<file path="src/rtl/tdm_demux_rx_if.sv">
// Bundle of the TDM receive-side signals: serial sample inputs and the recovered word/status outputs.
// The slave modport faces the receiver, and the master modport faces whoever drives the TDM line.
interface tdm_demux_rx_if #(
    parameter int ERR_W  = 8,
    parameter int FCNT_W = 16
);
    logic              en;
    logic              data_in;
    logic [3:0]        slot;
    logic [3:0]        word;
    logic              word_valid;
    logic              frame_err;
    logic              in_sync;
    logic [ERR_W-1:0]  err_cnt;
    logic [FCNT_W-1:0] frame_cnt;

    modport slave (
        input  en, data_in, slot,
        output word, word_valid, frame_err, in_sync, err_cnt, frame_cnt
    );

    modport master (
        output en, data_in, slot,
        input  word, word_valid, frame_err, in_sync, err_cnt, frame_cnt
    );
endinterface

</file>
<file path="src/rtl/tdm_demux_rx.sv">
// TDM slot demultiplexer: assembles 4 one-hot-strobed serial bits into a word and tracks sync, errors and frames.
// The word is updated at the edge that samples slot[3], so latency is one cycle. There is no backpressure; en low freezes all state.
module tdm_demux_rx #(
    parameter int ERR_W  = 8,
    parameter int FCNT_W = 16
) (
    input  logic          clk,
    input  logic          rst_n,
    tdm_demux_rx_if.slave bus
);
    localparam logic [0:0] HUNT = 1'b0;
    localparam logic [0:0] RECV = 1'b1;

    logic [0:0]        state, state_n;
    logic [1:0]        exp, exp_n;
    logic [3:0]        part, part_n;
    logic [3:0]        word, word_n;
    logic              word_vld, word_vld_n;
    logic              frame_err, frame_err_n;
    logic [ERR_W-1:0]  err_cnt, err_cnt_n;
    logic [FCNT_W-1:0] frame_cnt, frame_cnt_n;

    always_comb begin
        state_n     = state;
        exp_n       = exp;
        part_n      = part;
        word_n      = word;
        word_vld_n  = 1'b0;
        frame_err_n = 1'b0;
        err_cnt_n   = err_cnt;
        frame_cnt_n = frame_cnt;
        if (bus.en) begin
            if (state == HUNT) begin
                if (bus.slot == 4'b0001) begin
                    part_n  = {3'b000, bus.data_in};
                    exp_n   = 2'd1;
                    state_n = RECV;
                end
            end else if (bus.slot == (4'b0001 << exp)) begin
                if (exp == 2'd3) begin
                    word_n      = {bus.data_in, part[2:0]};
                    word_vld_n  = 1'b1;
                    frame_cnt_n = frame_cnt + {{(FCNT_W-1){1'b0}}, 1'b1};
                    exp_n       = 2'd0;
                    part_n      = 4'b0000;
                end else begin
                    part_n[exp] = bus.data_in;
                    exp_n       = exp + 2'd1;
                end
            end else begin
                // A stray slot 0 strobe is taken as the start of a new frame rather than a loss of sync.
                frame_err_n = 1'b1;
                if (err_cnt != {ERR_W{1'b1}})
                    err_cnt_n = err_cnt + {{(ERR_W-1){1'b0}}, 1'b1};
                if (bus.slot == 4'b0001) begin
                    part_n = {3'b000, bus.data_in};
                    exp_n  = 2'd1;
                end else begin
                    state_n = HUNT;
                    exp_n   = 2'd0;
                    part_n  = 4'b0000;
                end
            end
        end
    end

    always_ff @(posedge clk or negedge rst_n) begin
        if (!rst_n) begin
            state     <= HUNT;
            exp       <= 2'd0;
            part      <= 4'b0000;
            word      <= 4'b0000;
            word_vld  <= 1'b0;
            frame_err <= 1'b0;
            err_cnt   <= '0;
            frame_cnt <= '0;
        end else begin
            state     <= state_n;
            exp       <= exp_n;
            part      <= part_n;
            word      <= word_n;
            word_vld  <= word_vld_n;
            frame_err <= frame_err_n;
            err_cnt   <= err_cnt_n;
            frame_cnt <= frame_cnt_n;
        end
    end

    assign bus.word       = word;
    assign bus.word_valid = word_vld;
    assign bus.frame_err  = frame_err;
    assign bus.in_sync    = (state == RECV);
    assign bus.err_cnt    = err_cnt;
    assign bus.frame_cnt  = frame_cnt;
endmodule

</file>
<file path="src/flat_wrapper.sv">
// flat-port wrapper written by rule: the top's interface ports become plain ports
module tdm_demux_rx_flat 
#(
    parameter int ERR_W  = 8,
    parameter int FCNT_W = 16
)
  (clk, rst_n, bus_en, bus_data_in, bus_slot, bus_word, bus_word_valid, bus_frame_err, bus_in_sync, bus_err_cnt, bus_frame_cnt);
  tdm_demux_rx_if #(.ERR_W(ERR_W), .FCNT_W(FCNT_W)) bus_i ();
  input  logic clk;
  input  logic rst_n;
  input wire logic [$bits(bus_i.en)-1:0] bus_en;
  input wire logic [$bits(bus_i.data_in)-1:0] bus_data_in;
  input wire logic [$bits(bus_i.slot)-1:0] bus_slot;
  output wire logic [$bits(bus_i.word)-1:0] bus_word;
  output wire logic [$bits(bus_i.word_valid)-1:0] bus_word_valid;
  output wire logic [$bits(bus_i.frame_err)-1:0] bus_frame_err;
  output wire logic [$bits(bus_i.in_sync)-1:0] bus_in_sync;
  output wire logic [$bits(bus_i.err_cnt)-1:0] bus_err_cnt;
  output wire logic [$bits(bus_i.frame_cnt)-1:0] bus_frame_cnt;
  assign bus_i.en = bus_en;
  assign bus_i.data_in = bus_data_in;
  assign bus_i.slot = bus_slot;
  assign bus_word = bus_i.word;
  assign bus_word_valid = bus_i.word_valid;
  assign bus_frame_err = bus_i.frame_err;
  assign bus_in_sync = bus_i.in_sync;
  assign bus_err_cnt = bus_i.err_cnt;
  assign bus_frame_cnt = bus_i.frame_cnt;
  tdm_demux_rx #(.ERR_W(ERR_W), .FCNT_W(FCNT_W)) u_core (.clk(clk), .rst_n(rst_n), .bus(bus_i));
endmodule
</file>
<file path="config.mk">
export PLATFORM = sky130hd
export DESIGN_NAME = tdm_demux_rx_flat
export DESIGN_NICKNAME = d
export VERILOG_FILES = /design/src/rtl/tdm_demux_rx_if.sv /design/src/rtl/tdm_demux_rx.sv /design/src/flat_wrapper.sv
export SDC_FILE = /design/constraint.sdc
export NUM_CORES = 1
export LEC_CHECK = 0
export CAP_MARGIN = 20
export CORE_MARGIN = 10
export CORE_UTILIZATION = 45
export CTS_CLUSTER_SIZE = 8
export DETAILED_ROUTE_END_ITERATION = 12
export HOLD_SLACK_MARGIN = 0.02
export PLACE_DENSITY = 0.71
export SYNTH_ARGS = -nofsm -noshare
export SYNTH_HDL_FRONTEND = slang
export SYNTH_SLANG_ARGS = --single-unit
</file>
<file path="constraint.sdc">
create_clock -name clk -period 5.05 [get_ports clk]
set_input_delay 0.505 -clock clk [delete_from_list [all_inputs] [get_ports clk]]
set_output_delay 0.505 -clock clk [all_outputs]
set_load 0.02 [all_outputs]
</file>
# After elaboration in Yosys (flattened, before gate mapping)
# Cells that the tools add are included.
# word_totals
ff_bits	37
in_bits	8
elab_cells	47
mem_bits_rw	0
mem_bits_ro	0
memories	0
out_inout_bits	31
latchBits	0
# classes
eq_ne	4
div	0
add_sub_neg	3
n_mul	0
n_reduce_logical	5
n_bitwise	1
mux	23
order_cmp	2
n_shift	1
# op_table
cell	n
adder 16 x 1 -> 16 bit, second input constant	1
2-to-1 mux 4 bit	4
2-to-1 mux 1 bit	13
adder 8 x 1 -> 8 bit, second input constant	1
2-to-1 mux 2 bit	4
inequality test 8 bit, second input constant	1
AND reduction 4 bit	2
bitwise mux 4 bit	1
equality test 4 x 1 -> 1 bit, second input constant	1
equality test 4 bit	1
left shift 1 x 2 -> 4 bit, first input constant	1
less-than comparator 2 x 3 -> 1 bit, second input constant	1
adder 2 x 1 -> 2 bit, second input constant	1
demux 1 bit (select 2 bit)	1
equality test 2 bit, second input constant	1
greater-or-equal comparator 2 x 1 -> 1 bit, second input constant	1
AND reduction 2 bit	1
nonzero test 2 bit	1
logical AND 1 bit	1
inverter 1 bit	1

# Depth between registers and ports, before layout
# Gate-level depths: netlist of run 1.
# depth
depth_word	8
mapped_depth	8
ltp_nobuf	6

# Least setup slack after synthesis of run 1
# OpenSTA, ideal clock, no wires.
# synth_timing
path_kind	register -> register
startpoint	reg u_core.exp[0]
endpoint	reg u_core.word[3] (netlist: u_core.bus.word[3])
n_path_buf	0
slack_ns	3.153
arrival_time_ns	1.772
period_less_slack_ns	1.897
stages_incl_launch_ff	7
setup_time_ns	0.125
cell_sequence	dfrtp_1 -> inv_1 -> ha_1 -> xnor2_1 -> nand4_4 -> nor2_4 -> mux2_2
# synth_between
elab_chain_len	3
# synth_rtl
element	line	source
start: declaration	tdm_demux_rx.sv:15	logic [1:0] exp, exp_n;
start signal: assignment	tdm_demux_rx.sv:79	exp <= exp_n;
left shift 1 x 2 -> 4 bit	tdm_demux_rx.sv:39	end else if (bus.slot == (4'b0001 << exp)) begin
equality test 4 bit	tdm_demux_rx.sv:39	
AND reduction 4 bit (no source line) *	n/a	
end signal: assignment	tdm_demux_rx.sv:81	word <= word_n;
end: declaration	tdm_demux_rx.sv:17	logic [3:0] word, word_n;
# Mark *: on every way between the ends. The rest lies on a longest branch, timed or not.
# A chain may end at the register's enable or synchronous reset.

# Worst setup path after layout of run 1
# layout_timing
startpoint	reg u_core.exp[0]
endpoint	reg u_core.err_cnt[1] (netlist: u_core.bus.err_cnt[1])
# layout_between
elab_chain_len	4
# layout_rtl
element	line	source
left shift 1 x 2 -> 4 bit	tdm_demux_rx.sv:39	
equality test 4 bit	tdm_demux_rx.sv:39	
inverter 1 bit (no source line)	n/a	
AND reduction 4 bit (no source line)	n/a	
end signal: assignment	tdm_demux_rx.sv:84	err_cnt <= err_cnt_n;
end: declaration	tdm_demux_rx.sv:20	logic [ERR_W-1:0] err_cnt, err_cnt_n;
# Every way passes these cells.

==> results of run 1 <==
[worst max-delay path, delay by kind of cell (launching register included)]
kind                     cells  cell delay [ns]
AND/OR/NAND/NOR              2             0.78
adder cells (fa/ha/maj)      1             0.25
buffers and inverters        1             0.10
multiplexers                 1             0.34
flip-flops                   1             0.46
XOR/XNOR                     1             0.37
[sequential cells by signal (all words and copies together), names as in the netlist]
signal / cells
u_core.bus.in_sync: 1
u_core.bus.word: 4
u_core.bus.frame_cnt: 16
u_core.bus.err_cnt: 8
u_core.bus.frame_err: 1
u_core.bus.word_valid: 1
u_core.part: 3
u_core.exp: 2
[cells in the final DEF, fill, tap and decap left out, types with 2 or more instances in the layout]
cell / synthesis / routed
and3_1: 2 / 2
xor2_1: 17 / 17
nand2_1: 8 / 8
o21ai_1: 2 / 2
mux2_2: 5 / 5
nand4_1: 3 / 3
nand2b_1: 2 / 2
dfrtp_1: 36 / 36
nand3_1: 10 / 10
o21ai_0: 3 / 3
nor3_2: 6 / 6
nor2_1: 6 / 6
o31ai_1: 2 / 2
a41oi_1: 2 / 2
ha_1: 6 / 6
and4_1: 2 / 2
nor3_1: 2 / 2
inv_1: 7 / 7
nor4b_1: 2 / 2
xnor2_1: 7 / 7
a22o_1: 2 / 2
clkdlybuf4s50_1: 0 / 38
clkbuf_8: 0 / 6
nor4_1: 3 / 3
[worst paths after layout]
path	to	start	slack (ns)	depth (start not counted)
worst max-delay path	u_core.bus.err_cnt[1]	u_core.exp[0]	2.64	6
worst min-delay path	u_core.bus.frame_cnt[15]	u_core.bus.frame_cnt[15]	0.47	1
worst max register to register	u_core.bus.err_cnt[1]	u_core.exp[0]	2.64	6
worst min register to register	u_core.bus.frame_cnt[15]	u_core.bus.frame_cnt[15]	0.47	1
max in group asynchronous	u_core.bus.err_cnt[2]	rst_n	4.10	2
min in group asynchronous	u_core.bus.err_cnt[6]	rst_n	0.63	2
[cells by family (layout without fill, tap and decap cells)]
kind of cell    count (synthesis)  after routing  share of synthesized area [%]
compound gates                 21             21                           8.12
xor+xnor                       25             25                           11.8
fa+ha+maj                       6              6                           3.93
buf+inv                        12             54                           3.67
flops                          36             36                           47.1
mux                             6              6                           3.53
simple gates                   57             57                           21.8
[power by group through the flow]
stage,combinational [W],clock (W),sequential [W]
6_report,0.000111,0.000215,0.000322
5_1_grt,0.000120,0.000235,0.000324
4_1_cts,0.000112,0.000224,0.000322
3_5_place_dp,0.000112,0,0.000328
3_3_place_gp,0.000108,0,0.000326
2_1_floorplan,0.0000536,0,0.000337
[cell type report]
cell class                 instances  area (µm²)  share of cell area, %
clock buffer                       7        86.3                   3.58
clock inverter                     1        7.51                  0.311
inverter                           7        26.3                   1.09
multi-input combinational        115         941                   39.0
sequential                        36         901                   37.3
tap                               50        62.6                   2.59
timing repair buffer              39         388                   16.1
[metal layers]
metal / GRT usage, % / part of all wire (%) / vias up
met5: 0 / 0 / -
met4: 4.04 / 1.3 / 0
met3: 4.40 / 5.9 / 7
met2: 19.8 / 49 / 35
met1: 13.9 / 44 / 665
li1: - / - / 678
[synth_stat cells, drive strengths merged, types with 3 or more instances]
library cell	count
and4	3
buf	5
dfrtp	36
ha	6
inv	7
mux2	6
nand2	8
nand3	10
nand4	4
nor2	7
nor3	9
nor4	5
nor4b	3
o21ai	5
xnor2	8
xor2	17
[stage by stage]
step	total power (W)	hold slack [ns]	setup slack, ns	instances	util (%)
detailed placement	0.000440	0.466	2.47	247	57.1
CTS	0.000658	0.476	2.67	255	59.5
global placement	0.000434	0.463	2.59	247	57.1
floorplan	0.000391	0.209	3.15	163	-
global route	0.000679	0.487	2.49	255	59.5
finish	0.000647	0.471	2.64	255	59.5
==> out/results.ini, run 1 <==
[status]
outcome = complete, no violations

[power_and_ir_drop]
pwr-share-comb_pct = 17.1
ir_worst_vdd_mv = 0.217
powerDensity_nw_per_um2 = 268
seq_power_share_pct = 49.7
switching_share_pct = 28.6
clkPwrFrac_pct = 33.2
p_switching_w = 0.000185
leakagePower_nw = 1.06
intPower_w = 0.000462

[finish]
fin_nets = 218
antenna_cells = 0
drive_gt1_share_pct = 14.6
area_delta_synth_final_pct = 26.2
n_fill_cell = 322
design_area_um2 = 2410

[synth]
yosys.cell_types.count = 47
synth_area_leaders = dfrtp_1, xor2_1, ha_1
synthCells = 163
syn_area_um2 = 1910
synth_ff_type = dfrtp_1
synth-edff-count = 0
avgSynthCellArea_um2 = 11.7
yosysTopAreaCellShare_pct = 47.1
ys_seq_elements = 36
synth-seq-area-share_pct = 47.1
syn-num-nets = 177
synthArstFlopShare_pct = 100
synth_largest_area_cell = dfrtp_1
ys.warnings.count = 0

[clock_tree]
root_buffer = clkbuf_8
cts_tree = done
clock_latency_ns = 0.29
holdBufCountCts = 0
cts_setup_buffers = 0
clkTransAtPathRegs_ns = 0.07
clock_sinks = 36
ctsResizeCount = 0
clk_path_buf_depth = 2
htree_num_levels = 2
cts_buffers = 5

[placement]
io_buffers = 38
gp_congestion = 0.907
place_hpwl_mm = 3.12
dpl_cell_area_um2 = 2320

[grt]
grt_pass1_wl_mm = 7.14
grt_pass1_vias = 1438
grt_max_degree = 37
grtUsageTotal_pct = 12.0
gr-total-overflow = 0
antenna_found_initial = 0

[critical_path]
crit_fanout = 14
cp_cell_sequence = inv_1 > ha_1 > xnor2_1 > and4_1 > nor3_4 > mux2_1
critPathMaxStageDelay_ns = 0.66
cp_slowest_cell = and4_1
start_kind = register
required_ns = 5.22
crit_type = register to register
end_kind = register
crit_arrival_ns = 2.58

[timing]
layout_min_cycle_time_ns = 2.41
finClkSkew_ns = 0.00212
max-slew-margin-rel_pct = 59.7
finalHoldViolCount = 0
maxSlewViolCount = 0
tightest_slew_ns = 0.605
setup_viol = 0
finalCritPeriodShare_pct = 47.6
rsz0062_at_grt = false
max_freq_mhz = 416
fin_setup_tns_ns = 0

[route]
routedWlPerCell_um = 16.3
vias = 1385
dr.first_iter.drc_count = 111
drc_errors = 0
viasPerCell = 5.43
firstDrtPassIters = 4
drt_wl_total_mm = 4.16
final_antenna_net_count = 0

[floorplan]
placeableCoreArea_um2 = 4060
initial_utilization_pct = 47.1
placementRows = 23
dieArea_um2 = 7260
die_y_um = 85.2
io_pins = 39
die_w_um = 85.2

[min_path]
min-delay-path-class = register to register

[flow_run]
maxCapViolations = 0

Note: power is estimated with default switching activity, not from simulation.
==> inputs of run 2 (changes only) <==
--- a/config.mk
+++ b/config.mk
@@ -11,7 +11,7 @@
 export CTS_CLUSTER_SIZE = 8
 export DETAILED_ROUTE_END_ITERATION = 12
 export HOLD_SLACK_MARGIN = 0.02
-export PLACE_DENSITY = 0.71
+export PLACE_DENSITY = 0.74
 export SYNTH_ARGS = -nofsm -noshare
 export SYNTH_HDL_FRONTEND = slang
 export SYNTH_SLANG_ARGS = --single-unit
==> constraint.sdc (replaced) <==
create_clock -name clk -period 2.1 [get_ports clk]
set_input_delay 0.21 -clock clk [delete_from_list [all_inputs] [get_ports clk]]
set_output_delay 0.21 -clock clk [all_outputs]
set_load 0.02 [all_outputs]
==> run 2 against run 1 <==
  * Clock skew up 0.0039 ns
  * Count of clock-buffer cells in the layout unchanged
  * Core utilization rose by 2.1 points
  * Combinational power grew to 2.5 times the previous value
  * Cell count is 2.0% higher
  * Non-clock buffer count up 6
  * Largest power group unchanged
==> out/results.ini, run 2 (synthesis results as in run 1) <==
[route]
top_layer = met4
routedWlPerCell_um = 16.2  ; -0.88%
viasPerCell = 5.46  ; +0.48%
drc_errors = 0  ; unchanged
wl_met1_mm = 1.64  ; -9.4%
vias = 1419  ; +2.5%
wl_met2_mm = 2.29  ; +12%
wl_met3_um = 224  ; -8.2%
dr.first_iter.drc_count = 63  ; -43%
firstDrtPassIters = 4  ; unchanged
drt_wl_total_mm = 4.20  ; +1.1%
final_antenna_net_count = 0  ; unchanged

[critical_path]
cp_num_buf_inv = 1  ; unchanged
cp_top_family = simple AND/OR/NAND/NOR gates
crit_arrival_ns = 2.12  ; -0.46 ns
critPathMaxStageDelay_ns = 0.41  ; -0.25 ns
r2r_end = u_core.bus.word[0]
r2r_start = u_core.exp[0]
crit_fanout = 7  ; -7
ff2ff_path_depth = 6  ; unchanged
crit_type = register to register
regToRegSetupSlack_ns = 0.14  ; -2.50 ns
start_kind = register
critPathLaunch = u_core.exp[0]
cp_slowest_cell = dfrtp_2
end_kind = register
cp_cell_sequence = inv_1 > ha_1 > xnor2_2 > nand4_4 > nor2_4 > mux2_2
required_ns = 2.26  ; -2.96 ns

[placement]
gp_congestion = 0.959  ; +5.8%
io_buffers = 38  ; unchanged
place_hpwl_mm = 3.15  ; +0.89%

[grt]
grt_pass1_vias = 1463  ; +1.7%
grt_pass1_wl_mm = 7.17  ; +0.39%
grtUsageTotal_pct = 11.9  ; -0.087 points
antenna_found_initial = 0  ; unchanged
grt_max_degree = 37  ; unchanged
gr-total-overflow = 0  ; unchanged

[clock_tree]
clock_latency_ns = 0.28  ; about the same
htree_num_levels = 2  ; unchanged
cts_buffers = 5  ; unchanged
clk_path_buf_depth = 2  ; unchanged
cts_tree = done
root_buffer = clkbuf_8
clock_sinks = 36  ; unchanged
cts_setup_buffers = 0  ; unchanged
clkTransAtPathRegs_ns = 0.07  ; about the same

[power_and_ir_drop]
p_switching_w = 0.000431  ; +130%
clkPwrFrac_pct = 33.3  ; about the same
seq_power_share_pct = 48.9  ; -0.8 points
pwr-share-comb_pct = 17.8  ; +0.7 points
switching_share_pct = 27.3  ; -1.4 points
ir_worst_vdd_mv = 0.444  ; +100%
powerDensity_nw_per_um2 = 633  ; +140%
intPower_w = 0.00115  ; +150%
leakagePower_nw = 1.13  ; +6.5%
power_w = 0.00158  ; +140%

[finish]
layout_commonest_cell = clkdlybuf4s50_1
largest_register = u_core.bus.frame_cnt
largest_reg_flops = 16  ; unchanged
utilization_pct = 61.5  ; +2.1 points
antenna_cells = 0  ; unchanged
final_cell_mix = clkdlybuf4s50_1, dfrtp_1, xor2_1
area_delta_synth_final_pct = 30.6
top_regs = u_core.bus.frame_cnt x16, u_core.bus.err_cnt x8, u_core.bus.word x4
n_fill_cell = 320  ; -0.62%
fin_nets = 224  ; +2.8%
drive_gt1_share_pct = 19.5  ; +4.9 points

[min_path]
min-delay-path-class = input pin to asynchronous set/reset pin

[status]
outcome = complete, no violations

[timing]
finalCritPeriodShare_pct = 93.2  ; +46 points
max-slew-margin-rel_pct = 64.3  ; +4.6 points
fin_setup_tns_ns = 0  ; unchanged
max_freq_mhz = 511  ; +23%
finClkSkew_ns = 0.00598  ; +0.00386 ns
finalHoldViolCount = 0  ; unchanged
layout_min_cycle_time_ns = 1.96  ; -0.448 ns
setup_viol = 0  ; unchanged
maxSlewViolCount = 0  ; unchanged
tightest_slew_ns = 0.528  ; -0.0769 ns
rsz0062_at_grt = false

[floorplan]
initial_utilization_pct = 47.1  ; unchanged
dieArea_um2 = 7260  ; unchanged
placeableCoreArea_um2 = 4060  ; unchanged
die_w_um = 85.2  ; unchanged
die_y_um = 85.2  ; unchanged
io_pins = 39  ; unchanged
placementRows = 23  ; unchanged

[flow_run]
maxCapViolations = 0  ; unchanged

[run 2: through the flow]
step,setup slack (ns),hold WS [ns],instances,area (µm²)
after CTS,0.0119,0.360,260,2470
final,0.142,0.331,260,2500
after global routing,0.0205,0.376,260,2500
after detailed placement,0.0129,0.462,253,2360
after global placement,0.0892,0.462,253,2360
after floorplan,0.203,-0.0856,163,1910
[run 2: repair_timing]
action                     in CTS  in global routing
pin swaps                       0                  1
resized for setup               1                  5
setup endpoints to repair       2                 28
hold buffers                    0                  0
[run 2: how the worst max path moves through the flow]
stage	endpoint	slack [ns]	cells past startpoint
floorplan	u_core.bus.word[3]	0.20	6
global placement	u_core.part[1]	0.09	7
detailed placement	u_core.part[1]	0.01	7
CTS	u_core.part[1]	0.01	7
global route	u_core.bus.word[0]	0.02	6
finish	u_core.bus.word[0]	0.14	6
[run 2: final cells by class]
cell class / count / area, µm² / share of cell area, %
clock buffers: 7 / 96.3 / 3.86
repair buffers: 45 / 433 / 17.3
flip-flops and latches: 36 / 902 / 36.1
well taps: 50 / 62.6 / 2.51
multi-input cells: 115 / 977 / 39.1
inverters: 7 / 26.3 / 1.05
[run 2: routing by layer]
layer	track usage (%)	vias to the layer above
met3	4.11	7
met2	19.9	27
met1	13.7	704
li1	-	681
met4	4.04	0
met5	0	-
[run 2: power by group through the flow]
stage	registers, W	clock network [W]	logic, W
2_1_floorplan	0.000811	0	0.000129
3_3_place_gp	0.000784	0	0.000273
3_5_place_dp	0.000787	0	0.000276
4_1_cts	0.000774	0.000541	0.000279
5_1_grt	0.000781	0.000572	0.000308
6_report	0.000774	0.000527	0.000281
==> inputs of run 3 (changes only) <==
--- a/config.mk
+++ b/config.mk
@@ -11,7 +11,7 @@
 export CTS_CLUSTER_SIZE = 8
 export DETAILED_ROUTE_END_ITERATION = 12
 export HOLD_SLACK_MARGIN = 0.02
-export PLACE_DENSITY = 0.74
+export PLACE_DENSITY = 0.75
 export SYNTH_ARGS = -nofsm -noshare
 export SYNTH_HDL_FRONTEND = slang
 export SYNTH_SLANG_ARGS = --single-unit
==> run 3 against run 2 <==
  * Non-clock buffer count is 1 higher
  * Hold slack better by 0.013 ns
  * Sequential share of layout area is 0.073 points higher
  * Cell count is 0.77% higher
  * Core utilization is 0.12 points lower
  * Wire length is 9.8% higher
==> out/results.ini, run 3 (synthesis results as in run 1) <==
[finish]
final_cell_mix = clkdlybuf4s50_1, dfrtp_1, xor2_1
top_regs = u_core.bus.frame_cnt x16, u_core.bus.err_cnt x8, u_core.bus.word x4
antenna_cells = 0  ; unchanged
instances_no_fill = 262  ; +0.77%
largest_reg_flops = 16  ; unchanged
fin_nets = 225  ; +0.45%
drive_gt1_share_pct = 19.8  ; +0.29 points
n_fill_cell = 324  ; +1.3%
area_delta_synth_final_pct = 30.4
utilization_pct = 61.4  ; -0.12 points
layout_commonest_cell = clkdlybuf4s50_1
largest_register = u_core.bus.frame_cnt

[timing]
postLayoutSetupSlackWorst_ns = 0.00315  ; -0.139 ns
finalCritPeriodShare_pct = 99.8  ; +6.6 points
max_freq_mhz = 477  ; -6.6%
hold_ws_ns = 0.343  ; +0.0125 ns
layout_min_cycle_time_ns = 2.10  ; +0.139 ns
setup_viol = 0  ; unchanged
finalHoldViolCount = 0  ; unchanged
maxSlewViolCount = 0  ; unchanged
max-slew-margin-rel_pct = 69.0  ; +4.7 points
tightest_slew_ns = 0.465  ; -0.0626 ns
finClkSkew_ns = 0.00418  ; -0.00180 ns

[placement]
place_inst = 254  ; +0.40%
place_hpwl_mm = 3.35  ; +6.3%
gp_congestion = 0.938  ; -2.3%
pre_cts_ws_ns = -0.0184  ; -0.0314 ns
io_buffers = 38  ; unchanged

[critical_path]
cp_top_family = compound AO/OA/AOI/OAI gates
critPathMaxStageDelay_ns = 0.44  ; +0.03 ns
required_ns = 2.24  ; -0.02 ns
ff2ff_path_depth = 7  ; +1
critical_path_cell_count = 7  ; +1
cp_num_buf_inv = 2  ; +1
crit_arrival_ns = 2.24  ; +0.12 ns
cp_cell_sequence = inv_1 > ha_1 > xnor2_2 > and4_1 > buf_4 > a311oi_1 > o2bb2ai_1
cp_slowest_cell = a311oi_1
start_kind = register
crit_type = register to register
crit_fanout = 6  ; -1
end_kind = register

[route]
drt_wl_total_mm = 4.61  ; +9.8%
vias = 1455  ; +2.5%
drc_errors = 0  ; unchanged
viasPerCell = 5.55  ; +1.8%
final_antenna_net_count = 0  ; unchanged
routedWlPerCell_um = 17.6  ; +9.0%
dr.first_iter.drc_count = 63  ; unchanged
firstDrtPassIters = 4  ; unchanged

[status]
outcome = complete, no violations

[clock_tree]
htree_num_levels = 2  ; unchanged
clock_latency_ns = 0.28  ; about the same
root_buffer = clkbuf_8
cts_tree = done
cts_buffers = 5  ; unchanged
clk_path_buf_depth = 2  ; unchanged
holdBufCountCts = 0  ; unchanged
clkTransAtPathRegs_ns = 0.07  ; about the same
clock_sinks = 36  ; unchanged

[flow_run]
maxCapViolations = 0  ; unchanged

[grt]
grt_max_degree = 37  ; unchanged
grt_pass1_wl_mm = 7.71  ; +7.6%
gr-total-overflow = 0  ; unchanged
grt_pass1_vias = 1617  ; +11%
grtUsageTotal_pct = 12.6  ; +0.74 points
antenna_found_initial = 0  ; unchanged

[power_and_ir_drop]
ir_worst_vdd_mv = 0.392  ; -12%
powerDensity_nw_per_um2 = 627  ; -0.96%
leakagePower_nw = 1.11  ; -1.7%

[floorplan]
placementRows = 23  ; unchanged
placeableCoreArea_um2 = 4060  ; unchanged
io_pins = 39  ; unchanged
die_w_um = 85.2  ; unchanged
initial_utilization_pct = 47.1  ; unchanged
die_y_um = 85.2  ; unchanged
dieArea_um2 = 7260  ; unchanged

[min_path]
min-delay-path-class = input pin to asynchronous set/reset pin

-- run 3: layout make-up --
cell class | instances | area (µm²) | share of cell area, %
sequential | 36 | 902 | 36.2
inverter | 7 | 26.3 | 1.05
multi-input combinational | 115 | 971 | 39.0
timing repair buffer | 46 | 440 | 17.7
tap | 50 | 62.6 | 2.51
clock buffer | 8 | 90.1 | 3.61
-- run 3: metrics by stage --
step / area, µm² / power [W] / setup TNS [ns]
after floorplan: 1910 / 0.000940 / 0
after global placement: 2370 / 0.00106 / 0
after global routing: 2490 / 0.00164 / -0.0452
after detailed placement: 2370 / 0.00107 / -0.0229
final: 2490 / 0.00156 / 0
after CTS: 2480 / 0.00157 / 0
-- run 3: metal layers --
metal / vias up / GRT usage (%) / part of all wire [%]
li1: 689 / - / -
met1: 731 / 13.8 / 40
met2: 29 / 22.4 / 55
met3: 6 / 4.02 / 4.0
met4: 0 / 4.04 / 1.4
met5: - / 0 / 0
-- run 3: power by group --
| group | internal, W | switching, W | total [W] | leakage (nW) |
|---|---|---|---|---|
| registers | 0.000731 | 0.0000456 | 0.000776 | 0.487 |
| logic | 0.000130 | 0.000161 | 0.000291 | 0.576 |
| clock network | 0.000268 | 0.000228 | 0.000496 | 0.0455 |
| total | 0.00113 | 0.000435 | 0.00156 | 1.11 |
-- run 3: final timing paths --
| check | start | slack (ns) | end |
|---|---|---|---|
| worst max-delay path | u_core.exp[0] | 0.003 | u_core.part[0] |
| max in group asynchronous | rst_n | 1.39 | u_core.exp[0] |
| worst min register to register | u_core.bus.frame_cnt[15] | 0.48 | u_core.bus.frame_cnt[15] |
| worst min-delay path | rst_n | 0.34 | u_core.bus.err_cnt[7] |
| worst max register to register | u_core.exp[0] | 0.003 | u_core.part[0] |
| min in group clk | u_core.bus.frame_cnt[15] | 0.48 | u_core.bus.frame_cnt[15] |
-- run 3: timing repair --
item / in CTS / in global routing
pin swaps: 0 / 1
endpoints found under the setup margin: 4 / 11
endpoints found under the hold margin: 0 / 0
gates resized for setup: 2 / 4
buffers inserted: 0 / 0
